**src/rtl/huff_pkg.sv**
```systemverilog
// Shared types and default sizing for the Huffman frequency-counting front end.
// The table entry layout here must agree with huff_encoder.
package huff_pkg;

  localparam int MAX_STRING_LENGTH = 10;
  localparam int MAX_CHAR_COUNT    = 5;
  localparam int FREQ_W            = 4;

  typedef struct packed {
    logic              valid;
    logic [7:0]        ch;
    logic [FREQ_W-1:0] freq;
  } huff_entry_t;

  typedef enum logic [1:0] {
    COLLECT,
    SORT,
    DONE
  } huff_fc_state_e;

  // Invalid entries carry a set MSB so they always order after valid ones.
  function automatic logic [FREQ_W:0] sort_key(input huff_entry_t e);
    return {~e.valid, e.freq};
  endfunction

endpackage

```
**src/rtl/huff_cmp_swap.sv**
```systemverilog
// Compare-exchange of two table entries: lo_o gets the smaller key, hi_o the larger.
// Equal keys keep their order, which is what makes the network sort stable.
module huff_cmp_swap
  import huff_pkg::*;
(
  input  huff_entry_t a_i,
  input  huff_entry_t b_i,
  output huff_entry_t lo_o,
  output huff_entry_t hi_o
);

  always_comb begin
    if (sort_key(a_i) > sort_key(b_i)) begin
      lo_o = b_i;
      hi_o = a_i;
    end else begin
      lo_o = a_i;
      hi_o = b_i;
    end
  end

endmodule

```
**src/rtl/huff_freq_counter.sv**
```systemverilog
// Builds a unique-character frequency table from a byte stream, stable-sorts it
// ascending by frequency and holds it for huff_encoder until acknowledged.
module huff_freq_counter #(
  parameter int MAX_STRING_LENGTH = huff_pkg::MAX_STRING_LENGTH,
  parameter int MAX_CHAR_COUNT    = huff_pkg::MAX_CHAR_COUNT,
  parameter int FREQ_W            = huff_pkg::FREQ_W
) (
  input  logic                                   clk,
  input  logic                                   reset,
  input  logic                                   in_valid,
  input  logic [7:0]                             in_char,
  input  logic                                   in_last,
  output logic                                   in_ready,
  output logic [MAX_CHAR_COUNT-1:0][7:0]         character,
  output logic [MAX_CHAR_COUNT-1:0][FREQ_W-1:0]  freq_out,
  output logic [$clog2(MAX_CHAR_COUNT+1)-1:0]    unique_count,
  output logic [FREQ_W-1:0]                      str_len,
  output logic                                   overflow,
  output logic                                   truncated,
  output logic                                   done,
  input  logic                                   out_ack
);

  import huff_pkg::*;

  localparam int UW = $clog2(MAX_CHAR_COUNT + 1);

  huff_fc_state_e                   state_q, state_d;
  huff_entry_t [MAX_CHAR_COUNT-1:0] tbl_q, tbl_d;
  huff_entry_t [MAX_CHAR_COUNT-1:0] pass_tbl;
  huff_entry_t [MAX_CHAR_COUNT-2:0] lo, hi;
  logic [UW-1:0]                    unique_q, unique_d;
  logic [UW-1:0]                    sort_cnt_q, sort_cnt_d;
  logic [FREQ_W-1:0]                str_len_q, str_len_d;
  logic                             overflow_q, overflow_d;
  logic                             truncated_q, truncated_d;
  logic [MAX_CHAR_COUNT-1:0]        hit;

  // One comparator per adjacent pair; the pass parity decides which ones apply.
  for (genvar i = 0; i < MAX_CHAR_COUNT - 1; i++) begin : g_cmp
    huff_cmp_swap u_cmp (
      .a_i  (tbl_q[i]),
      .b_i  (tbl_q[i+1]),
      .lo_o (lo[i]),
      .hi_o (hi[i])
    );
  end

  always_comb begin
    for (int i = 0; i < MAX_CHAR_COUNT; i++) begin
      hit[i] = tbl_q[i].valid && (tbl_q[i].ch == in_char);
    end
  end

  always_comb begin
    pass_tbl = tbl_q;
    for (int i = 0; i < MAX_CHAR_COUNT - 1; i++) begin
      if (i[0] == sort_cnt_q[0]) begin
        pass_tbl[i]   = lo[i];
        pass_tbl[i+1] = hi[i];
      end
    end
  end

  // NOTE: every signal written here gets its default first, so no path can infer a latch.
  always_comb begin
    state_d     = state_q;
    tbl_d       = tbl_q;
    unique_d    = unique_q;
    sort_cnt_d  = sort_cnt_q;
    str_len_d   = str_len_q;
    overflow_d  = overflow_q;
    truncated_d = truncated_q;

    case (state_q)
      COLLECT: begin
        if (in_valid) begin
          str_len_d = str_len_q + 1'b1;
          if (|hit) begin
            for (int i = 0; i < MAX_CHAR_COUNT; i++) begin
              if (hit[i]) tbl_d[i].freq = tbl_q[i].freq + 1'b1;
            end
          end else if (unique_q < UW'(MAX_CHAR_COUNT)) begin
            for (int i = 0; i < MAX_CHAR_COUNT; i++) begin
              if (UW'(i) == unique_q) begin
                tbl_d[i].valid = 1'b1;
                tbl_d[i].ch    = in_char;
                tbl_d[i].freq  = FREQ_W'(1);
              end
            end
            unique_d = unique_q + 1'b1;
          end else begin
            overflow_d = 1'b1;
          end

          if (in_last) begin
            state_d    = SORT;
            sort_cnt_d = '0;
          end else if (str_len_q == FREQ_W'(MAX_STRING_LENGTH - 1)) begin
            truncated_d = 1'b1;
            state_d     = SORT;
            sort_cnt_d  = '0;
          end
        end
      end

      // N exchange passes, then one settle cycle so done lands N+1 edges after the last byte.
      SORT: begin
        if (sort_cnt_q == UW'(MAX_CHAR_COUNT)) begin
          state_d = DONE;
        end else begin
          tbl_d      = pass_tbl;
          sort_cnt_d = sort_cnt_q + 1'b1;
        end
      end

      DONE: begin
        if (out_ack) begin
          state_d     = COLLECT;
          tbl_d       = '0;
          unique_d    = '0;
          sort_cnt_d  = '0;
          str_len_d   = '0;
          overflow_d  = 1'b0;
          truncated_d = 1'b0;
        end
      end

      default: state_d = COLLECT;
    endcase
  end

  // NOTE: state uses non-blocking assignments so every flop samples pre-edge values.
  always_ff @(posedge clk) begin
    if (reset) begin
      state_q     <= COLLECT;
      // NOTE: the table drives the outputs directly, so it is cleared on reset like any flag.
      tbl_q       <= '0;
      unique_q    <= '0;
      sort_cnt_q  <= '0;
      str_len_q   <= '0;
      overflow_q  <= 1'b0;
      truncated_q <= 1'b0;
    end else begin
      state_q     <= state_d;
      tbl_q       <= tbl_d;
      unique_q    <= unique_d;
      sort_cnt_q  <= sort_cnt_d;
      str_len_q   <= str_len_d;
      overflow_q  <= overflow_d;
      truncated_q <= truncated_d;
    end
  end

  always_comb begin
    for (int i = 0; i < MAX_CHAR_COUNT; i++) begin
      character[i] = tbl_q[i].ch;
      freq_out[i]  = tbl_q[i].freq;
    end
  end

  assign in_ready     = (state_q == COLLECT);
  assign done         = (state_q == DONE);
  assign unique_count = unique_q;
  assign str_len      = str_len_q;
  assign overflow     = overflow_q;
  assign truncated    = truncated_q;

endmodule

```
**config.mk**
```make
export PLATFORM = sky130hd
export DESIGN_NAME = huff_freq_counter
export DESIGN_NICKNAME = d
export VERILOG_FILES = /design/src/rtl/huff_pkg.sv /design/src/rtl/huff_cmp_swap.sv /design/src/rtl/huff_freq_counter.sv
export SDC_FILE = /design/constraint.sdc
export NUM_CORES = 1
export LEC_CHECK = 0
export ABC_AREA = 1
export CORE_MARGIN = 3
export CORE_UTILIZATION = 53
export DETAILED_ROUTE_END_ITERATION = 8
export PLACE_DENSITY = 0.77
export SETUP_SLACK_MARGIN = 0.2
export SLEW_MARGIN = 25
export SYNTH_ARGS = -nofsm -noshare
export SYNTH_HDL_FRONTEND = slang
export SYNTH_SLANG_ARGS = --single-unit
```
**constraint.sdc**
```tcl
create_clock -name clk -period 4.35 [get_ports clk]
set_clock_uncertainty 0.05 [all_clocks]
set_input_delay 0.6525 -clock clk [delete_from_list [all_inputs] [get_ports clk]]
set_output_delay 0.6525 -clock clk [all_outputs]
set_load 0.05 [all_outputs]
```
==> out/results.ini, run 1 <==
[place]
dp_hpwl_um = 14500
placedInstanceArea_um2 = 7120
place_congestion = 1.01
io_buffers = 83

[setup_path]
cp_cell_sequence = clkdlybuf4s50_1, inv_2, nor2_1, nor2_1, nand2_1, nor2_1, nand3_1, nand2_1, nor2_4, nand2_4, o21ai_4, nand2_2, clkinv_1, nor2_1, nor2_1
worst-path-max-fanout = 16
cp_data_required_time_ns = 4.59
reg2reg_slack_ns = 1.28
reg2reg_depth = 11
critPathArrivalTime_ns = 3.57
crit_path_start_kind = primary input
worst_r2r_endpoint = character[35]
slowest_stage = clkdlybuf4s50_1
r2r-start = state_q[0]
cpPeakStageDelay_ns = 0.69
cp_common_cell = nor2_1
end_kind = register
crit_type = in -> reg

[worst_hold_path]
min_path_cells = 2
holdPathEnd = state_q[1]
min_path_type = reg -> reg
min_from = state_q[1]

[pwr]
powerDensity_nw_per_um2 = 478
ir_worst_vdd_uv = 278
leakage_uw = 0.00354
finalPower_uw = 3550

[timing]
slew_headroom_pct = 41.3
setup_violations = 0
min_period_over_period_pct = 76.7
hold_violations = 0
rsz0062_at_grt = false
max_freq_mhz = 300
maxSlewViolCount = 0
fin_hold_ws_ns = 0.457
tns_ns = 0
worst_pin_slew_ns = 0.876
fin_crit_ns = 3.34

[synth]
synth_top_area_share_pct = 23.9
seq_area_frac_synth_pct = 23.9
synth.avg_cell_area_um2 = 6.16
synthesis.instances = 1074
syn_nets = 1125
synth_cell_types = 40
synth_top_cells_by_area = dfxtp_1 24%, nand2_1 15%, nor2_1 9.8%
synth_edf_count = 0
yosysTopAreaCell = dfxtp_1
synth-seq-cells = 79
yosys_most_used_dff = dfxtp_1
netlist_area_um2 = 6610
async_reset_ff_share_pct = 0
ys_warn_count = 0

[cells_and_area]
area_growth_pct = 12.2
drive_gt1_share_pct = 4.78
final_area_um2 = 7420
fill_cells = 1206
diodes = 0
final_cell_mix = 263 x nand2_1, 172 x nor2_1, 136 x inv_1, 83 x clkdlybuf4s50_1, 79 x dfxtp_1
nNetsFinal = 1135
final_common_cell = nand2_1

[clocking]
numCtsBuffers = 9
cts_tree = built
htreeDepth = 3
cts-resized-gates = 0
clk_pin_slew_worst_paths_ns = 0.06
cts_hold_buf = 0
clk_latency_ns = 0.35
cts-root-buf = clkbuf_16
postCtsSetupBuffers = 0
cts_sinks = 79
cts_buffer_depth = 2

[route]
wl_per_cell_um = 15.6
via_count = 7052
drc = 0
dr.pass1.iters = 6
routed_wl_um = 19600
drtIter0Drc = 798
ant_nets = 0
viasPerCell = 5.61

[global_routing]
grt_pass1_vias = 6611
gr-total-overflow = 0
grtUsageTotal_pct = 27.9
grt_antenna_before_repair = 0
grt_max_degree = 43
grt_pass1_wl_um = 32300

[floorplan]
die_width_um = 118
dieHeight_um = 118
start_util_pct = 54.6
core_area_um2 = 12100
dieArea_um2 = 13900
placementRows = 40
io_pins = 84

[run]
max_cap_viol_count = 0

[run_status]
outcome = completed

critical path, delay by kind of cell:
kind | cells | cell delay (ns)
simple gates | 11 | 1.31
buf+inv | 3 | 1.07
compound gates | 1 | 0.52
Yosys cell counts, types with 3 or more instances:
library cell,number
a21oi_1,51
a221oi_1,20
a22oi_1,4
a31o_2,4
buf_1,11
buf_2,9
buf_4,61
clkbuf_1,9
clkinv_1,4
dfxtp_1,79
ha_1,38
inv_1,136
inv_2,9
nand2_1,263
nand3_1,35
nand4_1,50
nor2_1,173
nor2_2,3
nor3_1,6
nor3_2,3
o21ai_0,46
o21ai_1,4
o22ai_1,17
o31ai_1,3
xnor2_1,6
xor2_1,11
sequential cells by signal, summed over array words and instances, names as in the netlist:
signal,flops
tbl_q,5
str_len,4
unique_count,3
state_q,2
sort_cnt_q,3
overflow,1
truncated,1
freq_out,20
character,40
logic make-up after synthesis:
group | after synthesis | share of synthesized area (%)
AND/OR/NAND/NOR | 545 | 35.1
buffers and inverters | 241 | 17.5
AO/OA/AOI/OAI | 154 | 14.0
flip-flops | 79 | 23.9
adder cells (fa/ha/maj) | 38 | 7.19
XOR/XNOR | 17 | 2.25
routing by layer:
metal	track usage, %	wire, µm	up-vias
met4	13.2	762	0
met5	0	0	-
li1	-	-	3453
met1	35.5	8210	3188
met2	45.8	9200	338
met3	5.19	1470	73
area by class of cell:
cell class	count	area [µm²]	area share (%)
clock buffers	11	253	3.41
clock inverters	4	45.0	0.607
inverters	149	559	7.54
multi-input cells	754	3880	52.3
flip-flops and latches	79	1580	21.3
well taps	168	210	2.83
repair buffers	91	891	12.0
report_power, final:
part / total [µW] / internal, µW / switching [µW]
clock: 780 / 469 / 311
combinational: 1720 / 560 / 1160
sequential: 1050 / 853 / 195
total: 3550 / 1880 / 1660
how the worst max path moves through the flow:
stage / startpoint / endpoint / cells after the start
after CTS: in_char[7] / character[1] / 15
after detailed placement: in_char[7] / character[1] / 15
final: in_char[7] / character[2] / 15
after global placement: in_char[6] / character[7] / 15
after global routing: in_char[7] / character[0] / 15
after floorplan: state_q[0] / overflow / 11
through the flow:
| stage | cells | worst slack [ns] | utilization [%] |
|---|---|---|---|
| final | 1256 | 1.01 | 61.3 |
| after global routing | 1256 | 0.811 | 61.3 |
| after CTS | 1256 | 1.08 | 61.3 |
| after detailed placement | 1241 | 0.732 | 58.8 |
| after global placement | 1241 | 0.827 | 58.8 |
| after floorplan | 1074 | 1.89 | - |
No activity file was read; power rests on OpenSTA's default activity.
==> run 2, diff against run 1 <==
--- a/config.mk
+++ b/config.mk
@@ -7,9 +7,9 @@
 export LEC_CHECK = 0
 export ABC_AREA = 1
 export CORE_MARGIN = 3
-export CORE_UTILIZATION = 53
+export CORE_UTILIZATION = 52
 export DETAILED_ROUTE_END_ITERATION = 8
-export PLACE_DENSITY = 0.77
+export PLACE_DENSITY = 0.79
 export SETUP_SLACK_MARGIN = 0.2
 export SLEW_MARGIN = 25
 export SYNTH_ARGS = -nofsm -noshare
==> constraint.sdc (replaced) <==
create_clock -name clk -period 2.95 [get_ports clk]
set_clock_uncertainty 0.05 [all_clocks]
set_input_delay 0.4425 -clock clk [delete_from_list [all_inputs] [get_ports clk]]
set_output_delay 0.4425 -clock clk [all_outputs]
set_load 0.05 [all_outputs]
==> run 2 against run 1 <==
Die area grew 1.8%. Global-route usage grew 1.0 points. Final area up 3.2%. Non-clock buffer count grew 26. Register-to-register slack got worse by 0.84 ns. Combinational power grew 55%.
==> out/results.ini, run 2 (synthesis gave the netlist of run 1 again) <==
[global_routing]
gr-total-overflow = 0
grt_pass1_vias = 6387
grtUsageTotal_pct = 29.0
grt_antenna_before_repair = 0
grt_pass1_wl_um = 33200
grt_max_degree = 69

[cells_and_area]
area_growth_pct = 15.7
final_common_cell = nand2_1
final_area_um2 = 7650
nNetsFinal = 1161
largest_register_ffs = 40
diodes = 0
drive_gt1_share_pct = 7.27
final_cell_mix = 263 x nand2_1, 170 x nor2_1, 136 x inv_1, 81 x clkdlybuf4s50_1, 79 x dfxtp_1

[pwr]
p_seq_share_pct = 29.3
comb_power_share_pct = 50.6
powerDensity_nw_per_um2 = 688
clkPwrFrac_pct = 20.1
swShare_pct = 48.0
leakage_uw = 0.00369
ir_worst_vdd_uv = 473
finalPower_uw = 5270
switching_power_uw = 2530
p_int_uw = 2740

[setup_path]
r2r-start = state_q[1]
end_kind = register
crit_path_start_kind = primary input
cp_data_required_time_ns = 3.16
cp_cell_sequence = clkdlybuf4s50_1, xor2_1, nor2_1, nand3_1, nand2_1, nor2_4, nand2_4, buf_4, nand2_1, nand3_1, nor2_1, nand2_1, nand2_1, nor2_1
reg2reg_depth = 13
path_buf_inv = 2
crit_type = in -> reg
cp-startpoint = in_char[2]
cpPeakStageDelay_ns = 0.67
slowest_stage = clkdlybuf4s50_1
critPathArrivalTime_ns = 2.88
crit_path_end = freq_out[4]
worst-path-max-fanout = 14
worst_r2r_endpoint = freq_out[15]
crit_cells = 14
critPathTopFamily = simple AND/OR/NAND/NOR gates
cp_common_cell = nand2_1
reg2reg_slack_ns = 0.44

[floorplan]
dieHeight_um = 119
die_width_um = 119
io_pins = 84
start_util_pct = 54.2
dieArea_um2 = 14100
placementRows = 40
core_area_um2 = 12200

[clocking]
cts_tree = built
cts_sinks = 79
numCtsBuffers = 9
cts-root-buf = clkbuf_16
htreeDepth = 3
cts_buffer_depth = 2
clk_latency_ns = 0.36
clk_pin_slew_worst_paths_ns = 0.07

[route]
viasPerCell = 5.64
dr.pass1.iters = 6
drc = 0
via_count = 7232
ant_nets = 0
wl_per_cell_um = 16.3
routed_wl_um = 20900
drtIter0Drc = 1197

[timing]
fin_hold_ws_ns = 0.464
hold_violations = 0
fin_crit_ns = 2.67
max_freq_mhz = 375
worst_pin_slew_ns = 0.550
slew_headroom_pct = 63.2
min_period_over_period_pct = 90.4
maxSlewViolCount = 0
setup_violations = 0
rsz0062_at_grt = true
fin_ws_ns = 0.283

[place]
placedInstanceArea_um2 = 7330
place_congestion = 1.01
io_buffers = 83
dp_hpwl_um = 15200
pre_cts_ws_ns = -0.0598

[worst_hold_path]
min_path_type = reg -> reg

[run_status]
outcome = completed

[run]
max_cap_viol_count = 0

[run 2: cell types whose count changed in the layout (fill, tap and decap cells not counted), sizes merged]
cell / before / now
dlymetal6s2s: 0 / 2
bufinv: 1 / 0
buf: 8 / 34
clkinvlp: 0 / 2
clkbuf: 11 / 10
clkdlybuf4s50: 83 / 81
[run 2: layer usage]
layer  vias up  share of wire (%)  GRT usage [%]
li1       3494                  -              -
met1      3204                 41           38.2
met2       456                 46           46.2
met3        78                9.7           7.03
met4         0                3.1           10.1
met5         -                  0              0
[run 2: power by group through the flow]
stage	clock, µW	sequential, µW	combinational [µW]
after floorplan	0	1500	2020
after global placement	0	1550	2570
after detailed placement	0	1550	2590
after CTS	1080	1530	2610
after global routing	1110	1560	2920
final	1060	1540	2670
[run 2: final cells by class]
type | count | area, µm²
clock buffer | 10 | 239
tap | 168 | 210
timing repair buffer | 117 | 1120
fill | 1203 | 4560
sequential | 79 | 1580
multi-input combinational | 754 | 3910
clock inverter | 5 | 35.0
inverter | 149 | 563
[run 2: tightest hold or removal path, delay by kind of cell, from the launching register on]
| family | cells | cell delay, ns |
|---|---|---|
| AOI/OAI and AO/OA | 1 | 0.05 |
| and+or+nand+nor | 1 | 0.07 |
| DFF | 1 | 0.34 |
[run 2: worst min path at each step]
| stage | from | end | slack, ns | cells after the start |
|---|---|---|---|---|
| finish | state_q[1] | state_q[1] | 0.46 | 2 |
| global placement | state_q[1] | state_q[1] | 0.45 | 2 |
| detailed placement | state_q[1] | state_q[1] | 0.45 | 2 |
| global route | state_q[1] | state_q[1] | 0.48 | 2 |
| CTS | state_q[1] | state_q[1] | 0.46 | 2 |
| floorplan | state_q[1] | state_q[1] | 0.42 | 2 |
[run 2: repair_timing]
| action | 4_1_cts | 5_1_grt |
|---|---|---|
| hold buffers | 0 | 0 |
| pin swaps | 0 | 1 |
| endpoints found under the setup margin | 2 | 46 |
| buffers inserted | 0 | 2 |
| gates resized for setup | 1 | 8 |
[run 2: per-stage QoR]
step / util (%) / instances / TNS, ns
final: 62.7 / 1282 / 0
after CTS: 62.3 / 1280 / 0
after global placement: 60.0 / 1265 / -0.115
after detailed placement: 60.0 / 1265 / -0.323
after floorplan: - / 1074 / 0
after global routing: 62.7 / 1282 / 0
